`src/rtl/demux4_latched_router.sv`:
```
// 1-to-4 routing demultiplexer: each synchronized rising edge of strobe_in writes din
// into one of four held output channels, chosen by sel or by a rotating auto pointer.
module demux4_latched_router #(
    parameter int WIDTH       = 1,
    parameter int SYNC_STAGES = 2
) (
    input  logic                 clk,
    input  logic                 rst_n,
    input  logic                 ena,
    input  logic                 strobe_in,
    input  logic                 auto_mode,
    input  logic [1:0]           sel,
    input  logic [WIDTH-1:0]     din,
    output logic [4*WIDTH-1:0]   dout,
    output logic [3:0]           upd,
    output logic [1:0]           ptr
);

    logic [SYNC_STAGES-1:0] sync_q;
    logic                   prev_q;
    logic [4*WIDTH-1:0]     dout_q, dout_d;
    logic [3:0]             upd_q, upd_d;
    logic [1:0]             ptr_q, ptr_d;
    logic [1:0]             target;
    logic                   strobe_event;

    // Edge history runs regardless of ena, so a strobe already high when ena rises is not an edge.
    assign strobe_event = sync_q[SYNC_STAGES-1] & ~prev_q & ena;
    assign target       = auto_mode ? ptr_q : sel;

    always_comb begin
        // NOTE: every always_comb output gets a default first so no path leaves it unassigned (no latch).
        dout_d = dout_q;
        upd_d  = '0;
        ptr_d  = ptr_q;
        if (strobe_event) begin
            dout_d[target*WIDTH +: WIDTH] = din;
            upd_d                         = 4'b0001 << target;
            if (auto_mode) begin
                ptr_d = ptr_q + 2'd1;
            end
        end
    end

    always_ff @(posedge clk or negedge rst_n) begin
        // NOTE: sequential state uses non-blocking assignments so all flops update from pre-edge values.
        if (!rst_n) begin
            sync_q <= '0;
            prev_q <= 1'b0;
            dout_q <= '0;
            upd_q  <= '0;
            ptr_q  <= '0;
        end else begin
            sync_q <= {sync_q[SYNC_STAGES-2:0], strobe_in};
            prev_q <= sync_q[SYNC_STAGES-1];
            dout_q <= dout_d;
            upd_q  <= upd_d;
            ptr_q  <= ptr_d;
        end
    end

    assign dout = dout_q;
    assign upd  = upd_q;
    assign ptr  = ptr_q;

endmodule

```
`config.mk`:
```
export PLATFORM = sky130hd
export DESIGN_NAME = demux4_latched_router
export DESIGN_NICKNAME = d
export VERILOG_FILES = /design/src/rtl/demux4_latched_router.sv
export SDC_FILE = /design/constraint.sdc
export NUM_CORES = 1
export LEC_CHECK = 0
export ABC_AREA = 1
export CAP_MARGIN = 20
export CELL_PAD_IN_SITES_DETAIL_PLACEMENT = 0
export CELL_PAD_IN_SITES_GLOBAL_PLACEMENT = 1
export CORE_AREA = 2 2 58 54
export CTS_CLUSTER_DIAMETER = 30
export CTS_CLUSTER_SIZE = 12
export DETAILED_ROUTE_END_ITERATION = 8
export DIE_AREA = 0 0 60 56
export PLACE_DENSITY_LB_ADDON = 0.1
export REMOVE_ABC_BUFFERS = 1
export SYNTH_ARGS = -nofsm -noshare
export SYNTH_HDL_FRONTEND = slang
export SYNTH_SLANG_ARGS = --single-unit
```
`constraint.sdc`:
```
create_clock -name clk -period 2.1 [get_ports clk]
set_clock_uncertainty 0.1 [all_clocks]
set_input_delay 0.21 -clock clk [delete_from_list [all_inputs] [get_ports clk]]
set_output_delay 0.21 -clock clk [all_outputs]
set_load 0.03 [all_outputs]
```
[Word level (Yosys, flattened, before mapping)]
Index checks and enable logic that the tools add are counted.
Word-level totals
  register bits: 13
  output and inout port bits: 10
Cells by class
  add/subtract/negate cells: 2
  shifts and indexed selects: 3
  bitwise operators: 3
  mux-type cells: 3
  reduce and logical (&&, ||, !) cells: 1
Operators by type and width (count)
  $neg 2->34: 1
  $shift 1x34->4 const A: 1
  $shiftx 1x34->4: 1
  $bwmux 4: 1
  $mux 4: 1
  $shl 1x2->4 const A: 1
  $add 2x1->2 const B: 1
  $and 1x1->1: 2
  $mux 2: 1
  $reduce_and 2->1: 1
  $not 1->1: 1

[Longest topological paths before layout]
  depth in word-level cells: 4
  mapped depth: 11

[Least setup slack after synthesis]
No wires, ideal clock.
  path type: flip-flop to flip-flop
  from: reg ptr_q[1] (netlist: ptr[1])
  to: reg dout_q[0] (netlist: dout[0])
  setup slack: 0.438 ns
  clock period less this slack: 1.662 ns
  setup time: 0.066 ns
  stages on the path, launching flop included: 10
  data arrival time: 1.496 ns
  required time: 1.934 ns
  cells stage by stage: dfrtp_1 -> inv_1 -> nand2_1 -> o21ai_0 -> ha_1 -> nor2_1 -> nand2_1 -> nor2_1 -> nand2_1 -> nand2_1
Between the ends
  cells in the longest elaborated chain, start to end: 4
  elaborated cells on any way between the ends: 5
Ends and longest elaborated chain
  start: declaration: RTL line 23  | logic [1:0] ptr_q, ptr_d;
  start signal: assignment: RTL line 58  | ptr_q <= ptr_d;
  $mux 2 (*): RTL line 29  | assign target = auto_mode ? ptr_q : sel;
  $neg 2->34 (*): RTL line 37  | dout_d[target*WIDTH +: WIDTH] = din;
  $shiftx 1x34->4 or $shift 1x34->4 (tied branches): RTL line 37
  $bwmux 4 (*): RTL line 37
  end signal: assignment: RTL line 56  | dout_q <= dout_d;
  end: declaration: RTL line 21  | logic [4*WIDTH-1:0] dout_q, dout_d;
Mark *: on every way between the ends. The rest lies on a longest branch, timed or not.
A chain may end at the register's enable or synchronous reset.

[Worst setup path after layout]
  from: in auto_mode
  to: reg dout_q[0] (netlist: dout[0])
Between the ends
  cells in the longest elaborated chain, start to end: 4
  elaborated cells on any way between the ends: 5
Ends and longest elaborated chain
  start: declaration: RTL line 11  | input logic auto_mode,
  $mux 2 (*): RTL line 29
  $neg 2->34 (*): RTL line 37
  $shiftx 1x34->4 or $shift 1x34->4 (tied branches): RTL line 37
  $bwmux 4 (*): RTL line 37
Marked as above.

==> results.cfg <==
[drt]
drtAntennaViolNets = 0
drt_pass1_iterations = 4
vias_per_cell = 3.56
drt_drc_violations_left = 0
wl_per_cell_um = 9.29
drt_iter0_drc = 11
dr_total_vias = 488
wl_mm = 1.27

[logic_synthesis]
postSynthRegisterBits = 13
ys_top_cells_by_count = sky130_fd_sc_hd__nand2_1 (15), sky130_fd_sc_hd__dfrtp_1 (13), sky130_fd_sc_hd__inv_1 (12), sky130_fd_sc_hd__nor2_1 (12), sky130_fd_sc_hd__ha_1 (7)
synthAdderAreaFrac = 0.132
synth_unique_cells = 13
synth.top_cell.area_share = 0.489
synth_top_family_by_area = simple AND/OR/NAND/NOR gates
synth.yosys.warnings = 0
yosys-mux-area-fraction = 0
postSynth.asyncResetShare = 1.00
synthMostInstantiatedCell = sky130_fd_sc_hd__nand2_1
synth_seq_area_share = 0.489
postSynthAreaPerCell_sq_um = 8.64
netlist_area_sq_um = 666
synth.largest_area_cell = sky130_fd_sc_hd__dfrtp_1
synth_area_leaders = sky130_fd_sc_hd__dfrtp_1 (49%), sky130_fd_sc_hd__ha_1 (13%), sky130_fd_sc_hd__nand2_1 (8.5%)
synth_cells = 77
number_of_enable_flip_flop_cells_after_synthesis = 0
synth_top_flop_cell = sky130_fd_sc_hd__dfrtp_1
yosys.area_share.xor_xnor = 0
synth-simple-area-share = 0.226
synth_compound_area_frac = 0.0526

[clocking]
cts_hold_buffers = 0
clkSinkCount = 13
cts_tree = done
h_tree_levels = 1
ctsLongestPathBuffers = 2
cts_setup_buffers = 0
clockRootBuffer = sky130_fd_sc_hd__clkbuf_4
cts.reportedPaths.clkPinSlew_ns = 0.08
worst_skew_pair.late_latency_ns = 0.28
cts-resized-gates = 0
cts-buffers-inserted = 3

[floorplanning]
top_level_ports = 18
floorplan.initialDensity = 0.244
die_height_um = 56
rows = 18
die_w_um = 60
floorplan.core_area_sq_um = 2730
floorplan.die_area_sq_um = 3360

[worst_setup_path]
worst_setup_path_start_kind = input pin
critPathMaxFanout = 5
worstPathArrival_ns = 1.91
r2r.worst_path.cells = 8
timing_worst_setup_path_type = in2reg
reg2reg_from = ptr[1]
worst_setup_endpoint = dout[0]
setup.worst_path.end_class = flop
ff2ff_setup_slack_ns = 0.44
setup.worst_path.start = auto_mode
worstPathRequired_ns = 2.23
timing.rr.end = dout[2]

[job]
maxCapViolCount = 0

[global_route]
grt.overflow.total = 0
grtUsageTotal = 0.0880
grt_pass1_wl_mm = 2.12
largest_net_degree_at_the_start_of_global_routing = 15
first_global_vias = 437
antenna_found_initial = 0

[layout]
layout.cell_area.non_filler_sq_um = 901
antenna_cells = 0
final-instance-count-excl-fill = 137
final_net_count = 113
final.fill_count = 295
areaGrowthSynthToFinish_pct = 35.3
final_layout_size_suffix_gt1_frac = 0.103

[placement]
place_worst_setup_slack_ns = -0.0294
gp_congestion = 0.772
io_buffers = 17
hpwlAfterDp_um = 944
standard_cell_area_after_detailed_placement_sq_um = 875
numPlacedInstances = 133

[sta]
timing_max_transition_violations_final = 0
timing.final.crit_share = 0.852
setup_ws_ns = 0.312
final-setup-viol-count = 0
tightestPinTransition_ns = 0.588
unrepaired_setup_endpoints_after_global_routing = false
relSlewSlack = 0.604
totalNegativeSetupSlack_ns = 0
fmax_mhz = 559
final-hold-violation-count = 0
post_route_minimum_period_ns = 1.79

[power_and_ir_drop]
p_sw_frac = 0.369
cellLeakagePower_nw = 0.454
total_power_w = 0.000710
p_comb_frac = 0.357
power_density_nw_per_um2 = 788
clock_power_share = 0.226
power_report.internal_total_w = 0.000448
seq_power_share = 0.417
peakVddDrop_v = 0.000278
power.switching_w = 0.000262

[outcome]
outcome = finished, final reports clean

[worst_hold_path]
hold_class = in2async
## cell type report
cell class,instances,area (sq um),area share
multi-input combinational,48,273,0.303
sequential,13,325,0.361
inverter,15,56.3,0.0625
clock buffer,4,26.3,0.0292
timing repair buffer,17,170,0.189
tap,40,50.0,0.0556
## cell families (layout without fill, tap and decap cells)
logic type / Yosys count / count (layout)
compound gates: 7 / 7
fa+ha+maj: 7 / 7
buf+inv: 16 / 36
flops: 13 / 13
simple gates: 34 / 34
## registers in the layout, indices dropped and copies added, names as in the netlist
| register | count |
|---|---|
| sync_q | 2 |
| prev_q | 1 |
| ptr | 2 |
| dout | 4 |
| upd | 4 |
## worst min path at each step
stage | start | to
finish | rst_n | ptr[1]
global route | rst_n | dout[1]
CTS | rst_n | ptr[1]
detailed placement | sync_q[0] | sync_q[1]
global placement | sync_q[0] | sync_q[1]
floorplan | rst_n | dout[0]
## metal layers
| metal | GRT usage | up-vias | routed length, um |
|---|---|---|---|
| li1 | - | 266 | - |
| met1 | 0.128 | 205 | 659 |
| met2 | 0.107 | 15 | 514 |
| met3 | 0.0419 | 2 | 76 |
| met4 | 0.0381 | 0 | 23 |
| met5 | 0 | - | 0 |
## placed cells by master (no fill, tap or decap), drive strengths merged
master	netlist	routed
nor2	12	12
dfrtp	13	13
o21ai	7	7
inv	15	15
ha	7	7
nand3	4	4
nand2	18	18
clkbuf	0	4
clkdlybuf4s50	0	17
## critical path, stage by stage
cell	delay, ns
sky130_fd_sc_hd__clkdlybuf4s50_1	0.48
sky130_fd_sc_hd__o21ai_0	0.51
sky130_fd_sc_hd__ha_1	0.36
sky130_fd_sc_hd__nor2_1	0.11
sky130_fd_sc_hd__nand2_1	0.05
sky130_fd_sc_hd__nor2_1	0.09
sky130_fd_sc_hd__nand2_1	0.06
sky130_fd_sc_hd__nand2_1	0.05
## power by group through the flow
stage / clock network, W / logic [W] / registers, W
after global placement: 0 / 0.000260 / 0.000301
final: 0.000161 / 0.000254 / 0.000296
after global routing: 0.000179 / 0.000287 / 0.000300
after detailed placement: 0 / 0.000257 / 0.000302
after floorplan: 0 / 0.000111 / 0.000350
after CTS: 0.000170 / 0.000258 / 0.000297
## per-stage QoR
step,utilization,hold WS (ns)
6_report,0.331,0.196
3_5_place_dp,0.321,0.242
4_1_cts,0.331,0.225
2_1_floorplan,-,-0.186
5_1_grt,0.331,0.253
3_3_place_gp,0.321,0.232
(Power assumes the default switching activity.)
